===== src/rtl/hps_upload_responder.sv =====
// hps_upload_responder: serves HPS 16-bit upload reads from a byte memory.
// Ports: clk_sys/reset, ioctl_* HPS side, mem_* memory side, status outputs.
module hps_upload_responder #(
  parameter int MEM_AW  = 24,
  parameter int TIMEOUT = 255
) (
  input  logic              clk_sys,
  input  logic              reset,
  input  logic              ioctl_upload,
  input  logic [7:0]        ioctl_index,
  input  logic              ioctl_rd,
  input  logic [24:0]       ioctl_addr,
  output logic [15:0]       ioctl_din,
  output logic              ioctl_wait,
  output logic              mem_rd,
  output logic [MEM_AW-1:0] mem_addr,
  input  logic [7:0]        mem_din,
  input  logic              mem_ack,
  output logic [7:0]        mem_region,
  output logic              upload_done,
  output logic [15:0]       word_count,
  output logic              upload_err
);

  typedef enum logic [1:0] {
    IDLE,
    REQ_LO,
    REQ_HI
  } state_t;

  state_t            state;
  logic              upload_q;
  logic [MEM_AW-1:0] base;
  logic [7:0]        lo;
  logic [7:0]        cnt;
  logic              tmo;
  logic [7:0]        byte_in;

  // Byte phase gives up after TIMEOUT cycles with no ack
  assign tmo = (cnt == 8'(TIMEOUT - 1));

  // A timed-out byte reads as all ones
  assign byte_in = mem_ack ? mem_din : 8'hFF;

  assign ioctl_wait = (ioctl_rd & ioctl_upload & (state == IDLE))
                    | (state != IDLE);

  always_ff @(posedge clk_sys) begin
    if (reset) begin
      state       <= IDLE;
      upload_q    <= 1'b0;
      base        <= '0;
      lo          <= '0;
      cnt         <= '0;
      ioctl_din   <= '0;
      mem_rd      <= 1'b0;
      mem_addr    <= '0;
      mem_region  <= '0;
      upload_done <= 1'b0;
      word_count  <= '0;
      upload_err  <= 1'b0;
    end else begin
      upload_q    <= ioctl_upload;
      mem_rd      <= 1'b0;
      upload_done <= upload_q & ~ioctl_upload;

      if (ioctl_upload & ~upload_q) begin
        mem_region <= ioctl_index;
        word_count <= '0;
        upload_err <= 1'b0;
      end

      unique case (state)
        IDLE: begin
          if (ioctl_upload & ioctl_rd) begin
            base     <= {ioctl_addr[MEM_AW-1:1], 1'b0};
            mem_addr <= {ioctl_addr[MEM_AW-1:1], 1'b0};
            mem_rd   <= 1'b1;
            cnt      <= '0;
            state    <= REQ_LO;
          end
        end
        REQ_LO: begin
          // Session dropped: abandon the word silently
          if (!ioctl_upload) begin
            state <= IDLE;
          end else if (mem_ack | tmo) begin
            lo       <= byte_in;
            mem_addr <= base + MEM_AW'(1);
            mem_rd   <= 1'b1;
            cnt      <= '0;
            state    <= REQ_HI;
            if (!mem_ack) upload_err <= 1'b1;
          end else begin
            cnt <= cnt + 8'd1;
          end
        end
        REQ_HI: begin
          if (!ioctl_upload) begin
            state <= IDLE;
          end else if (mem_ack | tmo) begin
            ioctl_din  <= {byte_in, lo};
            word_count <= word_count + 16'd1;
            state      <= IDLE;
            if (!mem_ack) upload_err <= 1'b1;
          end else begin
            cnt <= cnt + 8'd1;
          end
        end
        default: state <= IDLE;
      endcase
    end
  end

endmodule

===== config.mk =====
export PLATFORM = sky130hd
export DESIGN_NAME = hps_upload_responder
export DESIGN_NICKNAME = d
export VERILOG_FILES = /design/src/rtl/hps_upload_responder.sv
export SDC_FILE = /design/constraint.sdc
export NUM_CORES = 1
export LEC_CHECK = 0
export CORE_MARGIN = 2
export CORE_UTILIZATION = 40
export CTS_CLUSTER_SIZE = 10
export DETAILED_ROUTE_END_ITERATION = 10
export HOLD_SLACK_MARGIN = 0.06
export PLACE_DENSITY = 0.7
export RECOVER_POWER = 50
export REMOVE_ABC_BUFFERS = 1
export SLEW_MARGIN = 5
export SYNTH_ARGS = -nofsm -noshare
export SYNTH_HDL_FRONTEND = slang
export SYNTH_SLANG_ARGS = --single-unit

===== constraint.sdc =====
create_clock -name clk_sys -period 2.3 [get_ports clk_sys]
set_input_delay 0.23 -clock clk_sys [delete_from_list [all_inputs] [get_ports clk_sys]]
set_output_delay 0.23 -clock clk_sys [all_outputs]
set_load 0.005 [all_outputs]

==> flow_metrics.py <==
metrics = {
    "synth": {
        "synth_async_sr_flop_share": 0,
        "synth_edf_count": 0,
        "syn_inst": 576,
        "synth_mux_area_frac": 0.05514,
        "postSynthAreaPerCell_sq_um": 8.194,
        "synth-simple-area-share": 0.2288,
        "ys_seq_area_frac": 0.4624,
        "synthDistinctLibCells": 44,
        "synthFlopType": "dfxtp_1",
        "synth-xor-area-share": 0,
        "synthAdderAreaFrac": 0.01856,
        "synth_top_family_by_area": "simple AND/OR/NAND/NOR gates",
        "syn_area_sq_um": 4720,
        "ys_seq_elements": 109,
        "ys_warn_count": 0,
        "synth_compound_area_frac": 0.1954,
    },
    "pwr": {
        "ir_worst_vdd_v": 0.0004270,
        "p_leak_nw": 2.400,
        "power.density_nw_per_um2": 632.6,
    },
    "job": {
        "drv_cap": 0,
    },
    "setup_path": {
        "worst_ep_arrival_time_ps": 2460,
        "crit_start": "cnt[0]",
        "path_buf_inv": 3,
        "critPathTopFamily": "simple AND/OR/NAND/NOR gates",
        "cp_cell_sequence": "inv_1 -> ha_1 -> inv_1 -> buf_4 -> o31ai_4 -> nor4_4 -> or4b_2 -> a31oi_1",
        "crit_cells": 8,
        "rrSetupSlack_ps": 110,
        "critPathLaunchType": "flip-flop",
        "crit_path_frequent_cell": "inv_1",
        "cp-end-kind": "flip-flop",
        "worstSetupPathType": "flip-flop to flip-flop",
        "cpPeakStageDelay_ps": 610,
        "worstSetupEndpoint": "cnt[6]",
        "cp_max_fo": 6,
        "rr_worst_depth": 8,
        "worst_path_max_delay_cell": "or4b_2",
        "r2r-end": "cnt[6]",
        "rr_startpoint": "cnt[0]",
        "cp.required_ps": 2570,
    },
    "grt": {
        "antenna_found_initial": 0,
        "grtUsageTotal": 0.1946,
        "grt_pass1_vias": 4413,
        "grt_max_degree": 62,
        "grt_pass1_wl_mm": 20.73,
        "grt-ovfl-total": 0,
    },
    "timing": {
        "tightest_slew_ps": 617.4,
        "max_freq_mhz": 455.9,
        "slew_violations": 0,
        "fin_crit_sh": 0.9538,
        "min_period_ps": 2194,
        "holdWs_ps": 191.9,
        "rsz0062_at_grt": "no",
        "relSlewSlack": 0.5884,
        "hold_viol": 0,
        "skew_ps": 7.175,
        "setup_violations": 0,
    },
    "cells_and_area": {
        "layout-drive-gt1-share": 0.08058,
        "diodes": 0,
        "final_core_util": 0.5577,
        "fillCellCount": 1068,
        "final_nets": 744,
        "syn_to_final_growth_pct": 35.50,
    },
    "place": {
        "port_buffers": 111,
        "gp_congestion": 0.9019,
        "dp_hpwl_mm": 8.838,
    },
    "clock_tree": {
        "cts_sinks": 109,
        "htreeDepth": 3,
        "cts_tree": "done",
        "cts_buffers": 9,
        "clkLatencyLatePin_ps": 340,
        "clkTransAtPathRegs_ps": 70,
        "cts_root_buf": "clkbuf_16",
        "post-cts-setup-buffers": 0,
        "clock_path_buffers": 2,
    },
    "status": {
        "status": "completed",
    },
    "detailed_routing": {
        "avgRoutedWirePerCell_um": 14.79,
        "vias": 4543,
        "via_per_inst": 5.421,
        "ant_nets": 0,
        "drc": 0,
        "finalWirelength_mm": 12.39,
        "drtPass1Iterations": 5,
        "drt_iter0_drc": 279,
    },
    "die": {
        "dieArea_sq_um": 12680,
        "core_area_sq_um": 11470,
        "start_util": 0.4116,
        "chipHeight_um": 112.6,
        "row_count": 39,
        "num_io_pins": 114,
        "die_w_um": 112.6,
    },
    "hold_path": {
        "hold_class": "input pin to flip-flop",
    },
}
==> power breakdown <==
| part | total (W) | internal, W | switching, W |
|---|---|---|---|
| Combinational | 0.000553 | 0.000273 | 0.000280 |
| Clock | 0.00148 | 0.000752 | 0.000723 |
| Sequential | 0.00202 | 0.00197 | 0.0000456 |
| Total | 0.00405 | 0.00300 | 0.00105 |
==> cells by family (layout without fill, tap and decap cells) <==
kind of cell / after synthesis / after routing
adder cells (fa/ha/maj): 7 / 7
flip-flops: 109 / 109
multiplexers: 26 / 26
AND/OR/NAND/NOR: 242 / 242
AO/OA/AOI/OAI: 144 / 144
buffers and inverters: 48 / 167
==> worst min path at each step <==
stage / start / to / slack (ps) / cells after the start
finish: reset / cnt[1] / 190 / 2
global route: reset / upload_q / 200 / 2
CTS: reset / upload_q / 190 / 2
detailed placement: ioctl_din[3] / ioctl_din[3] / 450 / 2
global placement: lo[3] / ioctl_din[3] / 440 / 2
floorplan: reset / upload_q / 300 / 1
==> metal layers <==
metal | vias to the layer above | GRT usage | wire length, um
met2 | 164 | 0.3182 | 5752
li1 | 2249 | - | -
met3 | 12 | 0.05724 | 903
met4 | 0 | 0.04878 | 140
met1 | 2118 | 0.2532 | 5595
met5 | - | 0 | 0
==> placed cells by master (no fill, tap or decap), drive strengths merged, types with 13 or more instances in the layout <==
cell           netlist  routed
dfxtp              109     109
nand2              107     107
nor2                68      68
a21oi               63      63
dlygate4sd3          0      60
clkdlybuf4s50        0      50
a211oi              43      43
mux2i               26      26
buf                  6      26
nor3                16      16
inv                 13      16
nand3               15      15
o21ai               13      13
==> through the flow <==
stage	cells	instance area (sq um)	setup TNS, ps	power, W	setup WS [ps]
2_1_floorplan	541	4581	-16040	0.002302	-503.1
3_3_place_gp	823	6121	0	0.002623	154.4
3_5_place_dp	823	6121	0	0.002639	79.09
4_1_cts	838	6402	0	0.004120	27.64
5_1_grt	838	6395	0	0.004247	18.44
6_report	838	6395	0	0.004045	106.3
==> flip-flops by register name, indices dropped and copies added (netlist names) <==
signal	count
mem_addr	24
state	2
upload_q	1
base	23
mem_region	8
word_count	16
upload_done	1
ioctl_din	16
cnt	8
mem_rd	1
lo	8
upload_err	1
==> worst register-to-register path: cells and delay by family (launching register included) <==
family / cells / cell delay, ps
AND/OR/NAND/NOR: 2 / 890
flip-flops: 1 / 430
AO/OA/AOI/OAI: 2 / 270
adder cells (fa/ha/maj): 1 / 220
buffers and inverters: 3 / 300
==> cells in the mapped netlist (all sizes together) (4+ instances only) <==
cell / n / area share
nand2: 107 / 0.085
nor3: 16 / 0.017
mux2i: 26 / 0.055
ha: 7 / 0.019
o21ai: 13 / 0.014
inv: 13 / 0.010
dfxtp: 109 / 0.46
nand3: 15 / 0.016
a211oi: 43 / 0.068
a31oi: 9 / 0.015
nand2b: 4 / 0.0053
nor4: 4 / 0.0085
nand4: 6 / 0.011
or3: 4 / 0.0053
a21oi: 63 / 0.067
buf: 6 / 0.0064
nor2: 68 / 0.055
clkbuf: 29 / 0.023
and3: 7 / 0.0093
==> repair_timing <==
item,CTS,global route
hold buffers,0,0
endpoints found under the setup margin,0,1
gates resized for setup,0,4
==> area by class of cell <==
cell class                      instances  area, sq um  area share
Inverter                               13        48.80    0.007631
Clock buffer                            9        225.2     0.03522
Clock inverter                          6        56.30    0.008805
Sequential cell                       109         2185      0.3416
Multi-Input combinational cell        419         2355      0.3682
Tap cell                              143        178.9     0.02798
Timing Repair Buffer                  139         1346      0.2105
(Power assumes the default switching activity.)
